==> src/rtl/wb_commit_pkg.sv <==
// Shared types and constants for the writeback stage and its pipe registers.
package wb_commit_pkg;

   localparam int WB_BITS      = 32;
   localparam int WB_REG_WORDS = 32;
   localparam int WB_CNT_BITS  = 32;

   localparam logic [3:0] BE_BYTE0 = 4'b0001;
   localparam logic [3:0] BE_BYTE1 = 4'b0010;
   localparam logic [3:0] BE_BYTE2 = 4'b0100;
   localparam logic [3:0] BE_BYTE3 = 4'b1000;
   localparam logic [3:0] BE_HALF0 = 4'b0011;
   localparam logic [3:0] BE_HALF1 = 4'b1100;
   localparam logic [3:0] BE_WORD  = 4'b1111;

   typedef enum logic {
      ST_RUN  = 1'b0,
      ST_HALT = 1'b1
   } wb_state_t;

endpackage

==> src/rtl/wb_load_align.sv <==
// Load-lane alignment: selects and zero-extends the addressed byte/half/word.
module wb_load_align
   import wb_commit_pkg::*;
#(
   parameter int BITS = WB_BITS
) (
   input  logic [BITS-1:0] mem_rdata,
   input  logic [3:0]      byte_en,
   output logic [BITS-1:0] aligned
);

   always_comb begin
      aligned = mem_rdata;
      case (byte_en)
         BE_BYTE0: aligned = {{(BITS-8){1'b0}}, mem_rdata[7:0]};
         BE_BYTE1: aligned = {{(BITS-8){1'b0}}, mem_rdata[15:8]};
         BE_BYTE2: aligned = {{(BITS-8){1'b0}}, mem_rdata[23:16]};
         BE_BYTE3: aligned = {{(BITS-8){1'b0}}, mem_rdata[31:24]};
         BE_HALF0: aligned = {{(BITS-16){1'b0}}, mem_rdata[15:0]};
         BE_HALF1: aligned = {{(BITS-16){1'b0}}, mem_rdata[31:16]};
         default:  aligned = mem_rdata;
      endcase
   end

endmodule

==> src/rtl/wb_commit.sv <==
// MEM/WB consumer: register-file write port, LL/SC reservation,
// sticky halt and commit counter.
module wb_commit
   import wb_commit_pkg::*;
#(
   parameter int BITS      = WB_BITS,
   parameter int REG_WORDS = WB_REG_WORDS,
   parameter int ADDR_LEFT = $clog2(REG_WORDS) - 1,
   parameter int CNT_BITS  = WB_CNT_BITS
) (
   input  logic                 clk,
   input  logic                 rst_,
   input  logic                 sel_mem_s5,
   input  logic                 rw_s5,
   input  logic [ADDR_LEFT:0]   waddr_s5,
   input  logic                 mem_rw_s5,
   input  logic                 load_link_s5,
   input  logic                 check_link_s5,
   input  logic                 atomic_s5,
   input  logic [3:0]           byte_en_s5,
   input  logic                 halt_s5,
   input  logic [BITS-1:0]      alu_out_s5,
   input  logic [BITS-1:0]      mem_rdata,
   output logic                 rf_we,
   output logic [ADDR_LEFT:0]   rf_waddr,
   output logic [BITS-1:0]      rf_wdata,
   output logic                 link_valid,
   output logic [BITS-1:0]      link_addr,
   output logic                 sc_success,
   output logic                 halted,
   output logic [CNT_BITS-1:0]  commit_cnt
);

   wb_state_t       state;
   logic [BITS-1:0] aligned;
   logic            is_ll;
   logic            is_sc;
   logic            word_hit;
   logic            store_hit;

   wb_load_align #(
      .BITS (BITS)
   ) u_align (
      .mem_rdata (mem_rdata),
      .byte_en   (byte_en_s5),
      .aligned   (aligned)
   );

   assign halted    = (state == ST_HALT);
   assign is_ll     = atomic_s5 & load_link_s5;
   assign is_sc     = atomic_s5 & check_link_s5;
   assign word_hit  = (link_addr[BITS-1:2] == alu_out_s5[BITS-1:2]);
   assign store_hit = mem_rw_s5 & ~check_link_s5 & link_valid & word_hit;

   assign sc_success = is_sc & link_valid & word_hit;
   assign rf_we      = rw_s5 & (|waddr_s5) & ~halted & ~halt_s5;
   assign rf_waddr   = waddr_s5;

   // SC reports its outcome in place of the memory word
   always_comb begin
      rf_wdata = alu_out_s5;
      priority case (1'b1)
         is_sc:      rf_wdata = {{(BITS-1){1'b0}}, sc_success};
         sel_mem_s5: rf_wdata = aligned;
         default:    rf_wdata = alu_out_s5;
      endcase
   end

   always_ff @(posedge clk or negedge rst_) begin
      if (!rst_) begin
         state <= ST_RUN;
      end else begin
         case (state)
            ST_RUN:  if (halt_s5) state <= ST_HALT;
            ST_HALT: state <= ST_HALT;
            default: state <= ST_RUN;
         endcase
      end
   end

   // LL wins over a simultaneous store flag
   always_ff @(posedge clk or negedge rst_) begin
      if (!rst_) begin
         link_valid <= 1'b0;
         link_addr  <= '0;
      end else if (!halted) begin
         if (is_ll) begin
            link_valid <= 1'b1;
            link_addr  <= {alu_out_s5[BITS-1:2], 2'b00};
         end else if (is_sc || store_hit) begin
            link_valid <= 1'b0;
         end
      end
   end

   always_ff @(posedge clk or negedge rst_) begin
      if (!rst_) begin
         commit_cnt <= '0;
      end else if (rf_we) begin
         commit_cnt <= commit_cnt + 1'b1;
      end
   end

endmodule

==> config.mk <==
export PLATFORM = sky130hd
export DESIGN_NAME = wb_commit
export DESIGN_NICKNAME = d
export VERILOG_FILES = /design/src/rtl/wb_commit_pkg.sv /design/src/rtl/wb_load_align.sv /design/src/rtl/wb_commit.sv
export SDC_FILE = /design/constraint.sdc
export NUM_CORES = 1
export LEC_CHECK = 0
export ABC_CLOCK_PERIOD_IN_PS = 2390
export BUFFER_PORTS_ARGS = -buffer_cell sky130_fd_sc_hd__buf_4
export CELL_PAD_IN_SITES_DETAIL_PLACEMENT = 1
export CELL_PAD_IN_SITES_GLOBAL_PLACEMENT = 1
export CORE_ASPECT_RATIO = 0.8
export CORE_UTILIZATION = 30
export DETAILED_ROUTE_END_ITERATION = 16
export PLACE_DENSITY = 0.83
export SLEW_MARGIN = 40
export SYNTH_ARGS = -nofsm -noshare
export SYNTH_HDL_FRONTEND = slang
export SYNTH_SLANG_ARGS = --single-unit
==> constraint.sdc <==
create_clock -name clk -period 2.39 [get_ports clk]
set_clock_uncertainty 0.05 [all_clocks]
set_input_delay 0.478 -clock clk [delete_from_list [all_inputs] [get_ports clk]]
set_output_delay 0.478 -clock clk [all_outputs]
set_load 0.01 [all_outputs]
==> run summary <==
count of clock tree sinks -> 64
post-place instance area -> 5400 um2
pin count of the biggest net entering global routing -> 65
Post-Place Setup Slack -> -269 ps
Final ANT Viol Nets -> 0
post-layout minimum cycle time -> 2500 ps
Die Footprint -> 13,000 um2
area taken by flip-flops and latches -> 1600 um2
unrepaired setup endpoints after global routing -> yes
Initial Util -> 30.8%
Clock Power Share -> 37.6%
top-level port count -> 187
number of standard cells in the layout, taps in and fillers out -> 745
proportion of register bits with asynchronous set or reset after synthesis -> 100%
warning count from the yosys run -> 0
via count of the first global-routing pass -> 3,897
Hold/Removal Path Class -> in -> async
DRC violations left -> 0
cell taking the most area after synthesis -> sky130_fd_sc_hd__dfrtp_1
number of antenna violations at the first check in global routing -> 0
violated checks -> negative setup slack
area used by multi-input combinational logic -> 2110 um2
WHS -> 113 ps
critical path start-end classification -> reg -> out
share of power burned in registers -> 38.3%
post-route worst setup slack -> -106 ps
final-report setup violation count -> 3
achievable frequency -> 401 MHz
Fillers -> 1,378
Overflow after GRT -> 0
capturing element type of the critical path -> output pin
Sw Share -> 28.0%
first-pass GRT wire length -> 21,400 um
post-synthesis average cell area -> 10.1 um2
Detailed Place HPWL -> 11,000 um
worst ir drop on vdd -> 0.000315 V
share of the synthesized area in the top cell type -> 42.6%
leakage component of the power -> 2.78 nW
post-placement cell count -> 724
number of DRC violations after detailed-routing iteration 0 -> 162
Overall Power -> 0.00313 W
period utilisation layout -> 104%
Post-synth EDFFs -> 0
source-to-sink clock delay at the later pin of the worst-skew pair -> 320 ps
Pwr per Cell Area -> 535 nW/um2
Routed WL -> 14,100 um
reg-to-reg critical path startpoint -> commit_cnt[8]
count of standard-cell rows -> 36
post-route standard cell area excluding fillers -> 5840 um2
vias after detailed routing -> 3,797
Startpoint Class -> register
synthesis-to-layout area growth -> 55.2%
register clock-pin slew on the reported worst setup and hold paths -> 50 ps
# nets final -> 654
Most used DFF post-synth -> sky130_fd_sc_hd__dfrtp_1
clock tree buffer depth -> 2
clock tree from TritonCTS -> done
number of max-cap violations -> 0
required arrival time at the worst endpoint -> 1860 ps
startpoint of the most critical setup path -> link_addr[24]
net switching power -> 0.000877 W
WP data arrival -> 1970 ps
IO Port Bufs -> 184
antenna cells -> 0
total core area -> 12,200 um2
pin slew with the least headroom to its limit -> 627 ps
synth cell count leaders -> 64 x sky130_fd_sc_hd__dfrtp_1, 48 x sky130_fd_sc_hd__xnor2_1, 40 x sky130_fd_sc_hd__nor2_1
number of synthesized register bits -> 64
worst-path maximum fanout -> 3
vias per cell -> 5.10
layout cells sized above 1 -> 48.4%
first drt pass iteration count -> 6
largest cells by area after synthesis -> sky130_fd_sc_hd__dfrtp_1 43%, sky130_fd_sc_hd__xnor2_1 11%, sky130_fd_sc_hd__mux2_2 9.0%, sky130_fd_sc_hd__a22oi_1 4.6%, sky130_fd_sc_hd__nor2_1 4.0%
floorplan die width -> 127 um
number of distinct standard cells referenced by the synthesized netlist -> 44
result of the run -> finished with violations
Gate Count Post-Synth -> 371
DIE HEIGHT -> 102 um
Root Driver -> sky130_fd_sc_hd__clkbuf_16
cell area after synthesis -> 3760 um2
internal power contribution -> 0.00225 W
Final GP Congestion -> 0.905
number of CTS-inserted buffers -> 9
number of slew-limit violations in the final report -> 0
number of levels the H-tree was split into -> 3
share of the yosys chip area belonging to registers -> 42.6%
portion of total power attributed to combinational logic -> 24.1%
most used standard cell by instance count after synthesis -> sky130_fd_sc_hd__dfrtp_1
count of endpoints failing hold in the final timing report -> 0
max-slew headroom at the worst pin -> 58.2%
Routed WL per cell -> 19.0 um
gr usage total -> 21.5%
[registers in the layout (all words and copies together), names as in the netlist]
signal,cells
commit_cnt,32
link_addr,30
halted,1
link_valid,1
[worst max-delay path, stage by stage, from the launching register on]
cell,delay (ps)
sky130_fd_sc_hd__dfrtp_1,400
sky130_fd_sc_hd__xor2_1,160
sky130_fd_sc_hd__nor4_2,410
sky130_fd_sc_hd__buf_4,180
sky130_fd_sc_hd__nand4_1,150
sky130_fd_sc_hd__o22ai_1,190
sky130_fd_sc_hd__buf_4,160
[power by group through the flow]
stage / Sequential, W / Clock (W) / Combinational, W
final: 0.00120 / 0.00117 / 0.000754
after detailed placement: 0.00122 / 0 / 0.000703
after global routing: 0.00121 / 0.00127 / 0.000810
after global placement: 0.00121 / 0 / 0.000687
after floorplan: 0.00123 / 0 / 0.000258
after CTS: 0.00120 / 0.00121 / 0.000736
[placed cells by master (no fill, tap or decap), drive strengths merged]
cell      instances
buf             211
dfrtp            64
xnor2            48
nor2             42
mux2             30
a22oi            23
nand2            21
o21ai            17
nand4            16
xor2             16
nand3            12
clkbuf           11
a222oi            8
a221oi            8
nor3              6
nor4              6
inv               5
and3              4
and2              3
or2               2
nand3b            2
conb              2
clkinvlp          2
clkinv            2
o211ai            2
a211oi            1
and4              1
nand2b            1
nor2b             1
o22ai             1
or4               1
nor4bb            1
or3               1
and2b             1
a2bb2oi           1
ha                1
[kinds of logic (layout without fill, tap and decap cells)]
logic type / count (synthesis) / count (layout) / synth area share [%]
AOI/OAI and AO/OA: 61 / 61 / 12.3
xor gates and xnor gates: 64 / 64 / 14.9
adders and majority gates: 1 / 1 / 0.332
buffers and inverters: 29 / 231 / 3.69
DFF: 64 / 64 / 42.6
muxes: 30 / 30 / 8.98
other: 1 / 2 / 0.0996
and+or+nand+nor: 121 / 121 / 17.1
[path summary, 6_finish.rpt]
kind	to	slack, ps	depth (start not counted)
max	rf_wdata[0]	-110	6
min	commit_cnt[5]	110	1
max reg2reg	commit_cnt[31]	340	5
min reg2reg	commit_cnt[31]	440	1
max in group asynchronous	link_addr[12]	1750	1
min in group clk	halted	330	3
[per-layer routing]
| layer | vias to the layer above | global-route usage (%) | wire [um] | share of wire, % |
|---|---|---|---|---|
| met5 | - | 0 | 0 | 0 |
| met4 | 0 | 5.95 | 181 | 1.3 |
| met3 | 20 | 4.82 | 959 | 6.8 |
| met2 | 151 | 35.5 | 6760 | 48 |
| met1 | 1893 | 28.6 | 6230 | 44 |
| li1 | 1733 | - | - | - |
[layout make-up]
class	instances	share of cell area [%]
clock inverters	3	0.343
multi-input cells	279	36.1
inverters	6	0.386
flip-flops and latches	64	27.4
repair buffers	211	27.9
clock buffers	11	4.16
well taps	171	3.66
[per-stage QoR]
| step | TNS [ps] | utilization, % |
|---|---|---|
| after global placement | -3320 | 44.2 |
| after floorplan | 0 | - |
| after global routing | -483 | 47.9 |
| after CTS | -322 | 47.3 |
| after detailed placement | -5190 | 44.2 |
| final | -145 | 47.9 |
[timing repair]
item,in CTS,in global routing
endpoints found under the setup margin,26,21
setup buffers,8,3
resized for setup,5,14
pin swaps,7,10
hold buffers,0,0
Power figures use the tool's default switching activity.
